$ cat config.mk
export PLATFORM = sky130hd
export DESIGN_NAME = pipe_credit_fifo_flat
export DESIGN_NICKNAME = d
export VERILOG_FILES = /design/src/rtl/pipe_credit_fifo_if.sv /design/src/rtl/pipe_credit_fifo.sv /design/src/flat_wrapper.sv
export SDC_FILE = /design/constraint.sdc
export NUM_CORES = 1
export LEC_CHECK = 0
export CAP_MARGIN = 20
export CORE_MARGIN = 5
export CORE_UTILIZATION = 67
export CTS_BUF_LIST = sky130_fd_sc_hd__clkbuf_8
export DETAILED_ROUTE_END_ITERATION = 10
export HOLD_SLACK_MARGIN = 0.08
export PLACE_DENSITY = 0.87
export REMOVE_ABC_BUFFERS = 1
export SYNTH_ARGS = -nofsm -noshare
export SYNTH_HDL_FRONTEND = slang
export SYNTH_SLANG_ARGS = --single-unit
$ cat constraint.sdc
create_clock -name clk -period 9.25 [get_ports clk]
set_clock_uncertainty 0.15 [all_clocks]
set_input_delay 1.85 -clock clk [delete_from_list [all_inputs] [get_ports clk]]
set_output_delay 1.85 -clock clk [all_outputs]
set_load 0.005 [all_outputs]
$ cat src/rtl/pipe_credit_fifo_if.sv
`default_nettype none
// ============================================================================
// Module      : pipe_credit_fifo_if
// Description : Issue/arrival/drain handshake bundle for pipe_credit_fifo.
// Revision    : 1.0 - initial release
// ============================================================================
interface pipe_credit_fifo_if #(
  parameter int WIDTH = 16
) ();
  logic             issue;
  logic             can_issue;
  logic             in_valid;
  logic [WIDTH-1:0] in_data;
  logic             out_valid;
  logic [WIDTH-1:0] out_data;
  logic             out_ready;

  // slave = the FIFO itself; master = issuer, pipe output and consumer
  modport slave (
    input  issue, in_valid, in_data, out_ready,
    output can_issue, out_valid, out_data
  );

  modport master (
    output issue, in_valid, in_data, out_ready,
    input  can_issue, out_valid, out_data
  );
endinterface
`default_nettype wire

$ cat src/rtl/pipe_credit_fifo.sv
`default_nettype none
// ============================================================================
// Module      : pipe_credit_fifo
// Description : Credit-tracked elastic FIFO behind a fixed-latency pipe.
// Revision    : 1.0 - initial release
// ============================================================================
module pipe_credit_fifo #(
  parameter int WIDTH   = 16,
  parameter int DEPTH   = 16,
  parameter int LATENCY = 10
) (
  input  logic                    clk,
  input  logic                    rst,
  pipe_credit_fifo_if.slave       bus,
  output logic [$clog2(DEPTH):0]  count,
  output logic [$clog2(DEPTH):0]  inflight,
  output logic                    err_overflow,
  output logic                    err_underflow
);
  localparam int c_aw = $clog2(DEPTH);
  localparam int c_cw = c_aw + 1;
  localparam logic [c_cw-1:0] c_full = c_cw'(DEPTH);

  logic [c_cw-1:0]  count_q, count_d;
  logic [c_cw-1:0]  inflight_q, inflight_d;
  logic [c_aw-1:0]  rd_ptr_q, rd_ptr_d;
  logic [c_aw-1:0]  wr_ptr_q, wr_ptr_d;
  logic             err_ovf_q, err_ovf_d;
  logic             err_unf_q, err_unf_d;
  logic [WIDTH-1:0] mem [DEPTH];

  logic             w_full;
  logic             w_pop;
  logic             w_push;
  logic             w_credit_ok;
  logic             w_arrive_credit;
  logic [c_cw:0]    w_committed;

  always_comb begin
    // Slots already promised: stored items plus items still in the pipe.
    w_committed     = {1'b0, count_q} + {1'b0, inflight_q};
    w_credit_ok     = w_committed < (c_cw + 1)'(DEPTH);
    w_full          = (count_q == c_full);
    w_pop           = (count_q != '0) && bus.out_ready;
    w_push          = bus.in_valid && (!w_full || w_pop);
    w_arrive_credit = bus.in_valid && (inflight_q != '0);

    count_d  = count_q + c_cw'(w_push) - c_cw'(w_pop);
    rd_ptr_d = rd_ptr_q + c_aw'(w_pop);
    wr_ptr_d = wr_ptr_q + c_aw'(w_push);

    inflight_d = inflight_q;
    if (bus.issue && !w_arrive_credit) begin
      inflight_d = (inflight_q == c_full) ? c_full : inflight_q + 1'b1;
    end else if (!bus.issue && w_arrive_credit) begin
      inflight_d = inflight_q - 1'b1;
    end

    err_ovf_d = err_ovf_q | (bus.in_valid & w_full & ~w_pop);
    err_unf_d = err_unf_q | (bus.in_valid & (inflight_q == '0))
                          | (bus.issue & ~w_credit_ok);
  end

  always_ff @(posedge clk or posedge rst) begin
    if (rst) begin
      count_q    <= '0;
      inflight_q <= '0;
      rd_ptr_q   <= '0;
      wr_ptr_q   <= '0;
      err_ovf_q  <= 1'b0;
      err_unf_q  <= 1'b0;
    end else begin
      count_q    <= count_d;
      inflight_q <= inflight_d;
      rd_ptr_q   <= rd_ptr_d;
      wr_ptr_q   <= wr_ptr_d;
      err_ovf_q  <= err_ovf_d;
      err_unf_q  <= err_unf_d;
    end
  end

  // Storage is deliberately left out of reset.
  always_ff @(posedge clk) begin
    if (w_push) begin
      mem[wr_ptr_q] <= bus.in_data;
    end
  end

  assign bus.can_issue  = w_credit_ok;
  assign bus.out_valid  = (count_q != '0);
  assign bus.out_data   = mem[rd_ptr_q];
  assign count          = count_q;
  assign inflight       = inflight_q;
  assign err_overflow   = err_ovf_q;
  assign err_underflow  = err_unf_q;

`ifndef SYNTHESIS
  // Shadow of the pipe: while every arrival matches an issue LATENCY cycles
  // earlier and no issue broke credit, an arrival must always hold a credit.
  logic [LATENCY-1:0] hist_q, hist_d;
  logic               sane_q, sane_d;

  always_comb begin
    hist_d = (hist_q << 1) | LATENCY'(bus.issue);
    sane_d = sane_q && (bus.in_valid == hist_q[LATENCY-1])
                    && !(bus.issue && !w_credit_ok);
  end

  always_ff @(posedge clk or posedge rst) begin
    if (rst) begin
      hist_q <= '0;
      sane_q <= 1'b1;
    end else begin
      hist_q <= hist_d;
      sane_q <= sane_d;
    end
  end

  a_arrival_has_credit : assert property (
    @(posedge clk) disable iff (rst) (sane_d && bus.in_valid) |-> (inflight_q != '0)
  ) else $error("pipe arrival with no credit outstanding");
`endif

endmodule
`default_nettype wire

$ cat src/flat_wrapper.sv
// flat-port wrapper written by rule: the top's interface ports become plain ports
module pipe_credit_fifo_flat 
#(
  parameter int WIDTH   = 16,
  parameter int DEPTH   = 16,
  parameter int LATENCY = 10
)
  (clk, rst, count, inflight, err_overflow, err_underflow, bus_issue, bus_in_valid, bus_in_data, bus_out_ready, bus_can_issue, bus_out_valid, bus_out_data);
  pipe_credit_fifo_if #(.WIDTH(WIDTH)) bus_i ();
  input  logic clk;
  input  logic rst;
  output logic [$clog2(DEPTH):0] count;
  output logic [$clog2(DEPTH):0] inflight;
  output logic err_overflow;
  output logic err_underflow;
  input wire logic [$bits(bus_i.issue)-1:0] bus_issue;
  input wire logic [$bits(bus_i.in_valid)-1:0] bus_in_valid;
  input wire logic [$bits(bus_i.in_data)-1:0] bus_in_data;
  input wire logic [$bits(bus_i.out_ready)-1:0] bus_out_ready;
  output wire logic [$bits(bus_i.can_issue)-1:0] bus_can_issue;
  output wire logic [$bits(bus_i.out_valid)-1:0] bus_out_valid;
  output wire logic [$bits(bus_i.out_data)-1:0] bus_out_data;
  assign bus_i.issue = bus_issue;
  assign bus_i.in_valid = bus_in_valid;
  assign bus_i.in_data = bus_in_data;
  assign bus_i.out_ready = bus_out_ready;
  assign bus_can_issue = bus_i.can_issue;
  assign bus_out_valid = bus_i.out_valid;
  assign bus_out_data = bus_i.out_data;
  pipe_credit_fifo #(.WIDTH(WIDTH), .DEPTH(DEPTH), .LATENCY(LATENCY)) u_core (.clk(clk), .rst(rst), .bus(bus_i), .count(count), .inflight(inflight), .err_overflow(err_overflow), .err_underflow(err_underflow));
endmodule
==> impl_metrics.json <==
{
  "place.gp.congestion": 0.773,
  "drc_errors": 0,
  "setup_violations": 0,
  "hold_class": "flip-flop to flip-flop",
  "avgSynthCellArea_um2": 18.8,
  "period_needed_ns": 5.85,
  "post-place-ws_ns": 3.94,
  "cts_buffers": 42,
  "power_mw": 3.91,
  "die_area_um2": 19400,
  "top_layer": "met4",
  "ctsResizeCount": 0,
  "drv_slew": 0,
  "criticalPathCategory": "flip-flop to primary output",
  "critPathArrivalTime_ns": 3.85,
  "drt-total-wl_mm": 23.9,
  "vias": 6102,
  "met3_length_mm": 2.06,
  "synthFlopType": "edfxtp_1",
  "yosysWarnings": 0,
  "core_um2": 16500,
  "rr_startpoint": "u_core.count[2]",
  "power.leakage_nw": 4.44,
  "cp_max_fo": 58,
  "drtAntennaViolNets": 0,
  "rsz0062_at_grt": "no",
  "nets": 717,
  "layout_common_cells": "edfxtp_1, mux2i_1, clkdlybuf4s50_1",
  "synthArstFlopShare_pct": 7.25,
  "syn-cell-area_um2": 11200,
  "final_area_um2": 12600,
  "max_freq_ghz": 0.171,
  "yosys_register_bits": 276,
  "layout.cells.non_filler": 928,
  "die_w_um": 139,
  "grt_max_degree": 59,
  "cap_viol_max_count": 0,
  "via_per_inst": 6.58,
  "finalCritPeriodShare_pct": 63.2,
  "cts_max_path_buffers": 3,
  "whs_ns": 0.320,
  "ys_seq_area_share_pct": 73.1,
  "start_kind": "flip-flop",
  "grt_pass1_vias": 6390,
  "antenna_cells": 0,
  "peakVddDrop_v": 0.000290,
  "start_util_pct": 68.0,
  "h-tree-depth": 2,
  "setup_ws_ns": 3.40,
  "endpoint_kind": "primary output",
  "io_buffers": 50,
  "outcome": "finished clean",
  "cp.required_ns": 7.25,
  "avgRoutedWirePerCell_um": 25.8,
  "synth_edf_count": 256,
  "wl_met2_mm": 12.3,
  "worstHoldStart": "u_core.err_overflow",
  "cts-root-buf": "clkbuf_8",
  "hold_viol_final": 0,
  "antenna_found_initial": 0,
  "max_slew_margin_pct": 27.3,
  "postCtsSetupBuffers": 0,
  "clock_sinks": 276,
  "mostFrequentLayoutCell": "edfxtp_1",
  "place_inst": 854,
  "grt_pass1_wl_mm": 37.0,
  "place_hpwl_mm": 14.0,
  "tns_ns": 0,
  "cts_tree": "yes",
  "grt_overflow_total": 0,
  "utilization_pct": 76.7,
  "ys_types": 40,
  "place_area_um2": 11900,
  "grt_usage_pct": 25.2,
  "syn_to_final_growth_pct": 12.8,
  "path_clk_slew_ns": 0.06,
  "m1WireLength_mm": 9.00,
  "row_count": 47,
  "detail_route.first_pass.iterations": 5,
  "io-pin-count": 51,
  "drt_iter0_markers": 706,
  "die_h_um": 139,
  "clk_latency_ns": 0.53,
  "drive_above_1_share_pct": 16.9,
  "critPathLaunch": "u_core.rd_ptr_q[0]",
  "tightestPinTransition_ns": 1.09,
  "n_fill_cell": 876,
  "postSynthCellCount": 596,
  "cts_hold_buf": 0,
  "powerDensity_nw_per_um2": 309
}
routing by layer:
layer | vias up | GRT usage, %
met5 | - | 0
met4 | 0 | 7.62
met3 | 61 | 5.49
met2 | 337 | 42.4
met1 | 3119 | 33.6
li1 | 2585 | -
synth_stat cells, types with 4 or more instances:
library cell / n / area (um^2)
buf_12: 4 / 80.1
ha_1: 17 / 213
o21ai_0: 17 / 85.1
buf_4: 5 / 37.5
a221oi_1: 20 / 175
xnor2_1: 4 / 35.0
o21ai_1: 5 / 25.0
buf_6: 7 / 78.8
nand2_1: 21 / 78.8
edfxtp_1: 256 / 7690
a221oi_2: 13 / 195
buf_2: 6 / 30.0
mux4_2: 32 / 721
mux2i_1: 64 / 641
xor2_1: 6 / 52.6
nor3_1: 5 / 25.0
clkbuf_1: 10 / 37.5
dfrtp_1: 20 / 500
inv_1: 16 / 60.1
a22oi_1: 16 / 120
a21oi_1: 7 / 35.0
nor2_1: 15 / 56.3
cell families after synthesis:
family / after synthesis / share of synthesized area [%]
buf+inv: 48 / 2.89
xor+xnor: 10 / 0.782
compound gates: 88 / 6.41
fa+ha+maj: 18 / 2.08
mux: 96 / 12.2
simple gates: 60 / 2.57
flops: 276 / 73.1
critical path: stages (launching register included):
cell and delay (ns):
dfrtp_4 0.90, buf_4 0.91, mux2i_1 0.17, a221oi_1 0.52, a22oi_1 0.17, nand2_1 0.10
clkdlybuf4s50_1 0.51
layout make-up:
type / instances / area (um^2) / share of cell area, %
Clock inverter: 30 / 145 / 1.15
Multi-Input combinational cell: 272 / 2710 / 21.4
Inverter: 16 / 60.1 / 0.475
Timing Repair Buffer: 70 / 651 / 5.15
Clock buffer: 44 / 606 / 4.79
Sequential cell: 276 / 8190 / 64.8
Tap cell: 220 / 275 / 2.18
worst paths after layout:
path,end,slack [ns],cells past startpoint
setup / recovery,bus_out_data[2],3.40,6
hold / removal,u_core.err_overflow,0.32,1
setup reg to reg,u_core.mem[4][4],5.92,7
hold reg to reg,u_core.err_overflow,0.32,1
max in group asynchronous,u_core.rd_ptr_q[0],6.67,2
min in group asynchronous,u_core.rd_ptr_q[3],1.65,2
report_power, final:
| part | total [mW] | leakage [nW] | internal, mW | switching (mW) |
|---|---|---|---|---|
| registers | 1.69 | 2.54 | 1.53 | 0.164 |
| clock network | 0.900 | 0.424 | 0.466 | 0.434 |
| logic | 1.32 | 1.47 | 0.637 | 0.682 |
| total | 3.91 | 4.44 | 2.63 | 1.28 |
flip-flops by register name (all words and copies together) (netlist names):
register and flops:
u_core.count 5, u_core.err_overflow 1, u_core.err_underflow 1, u_core.inflight 5, u_core.mem 256, u_core.rd_ptr_q 4, u_core.wr_ptr_q 4
Note: power is estimated with default switching activity, not from simulation.
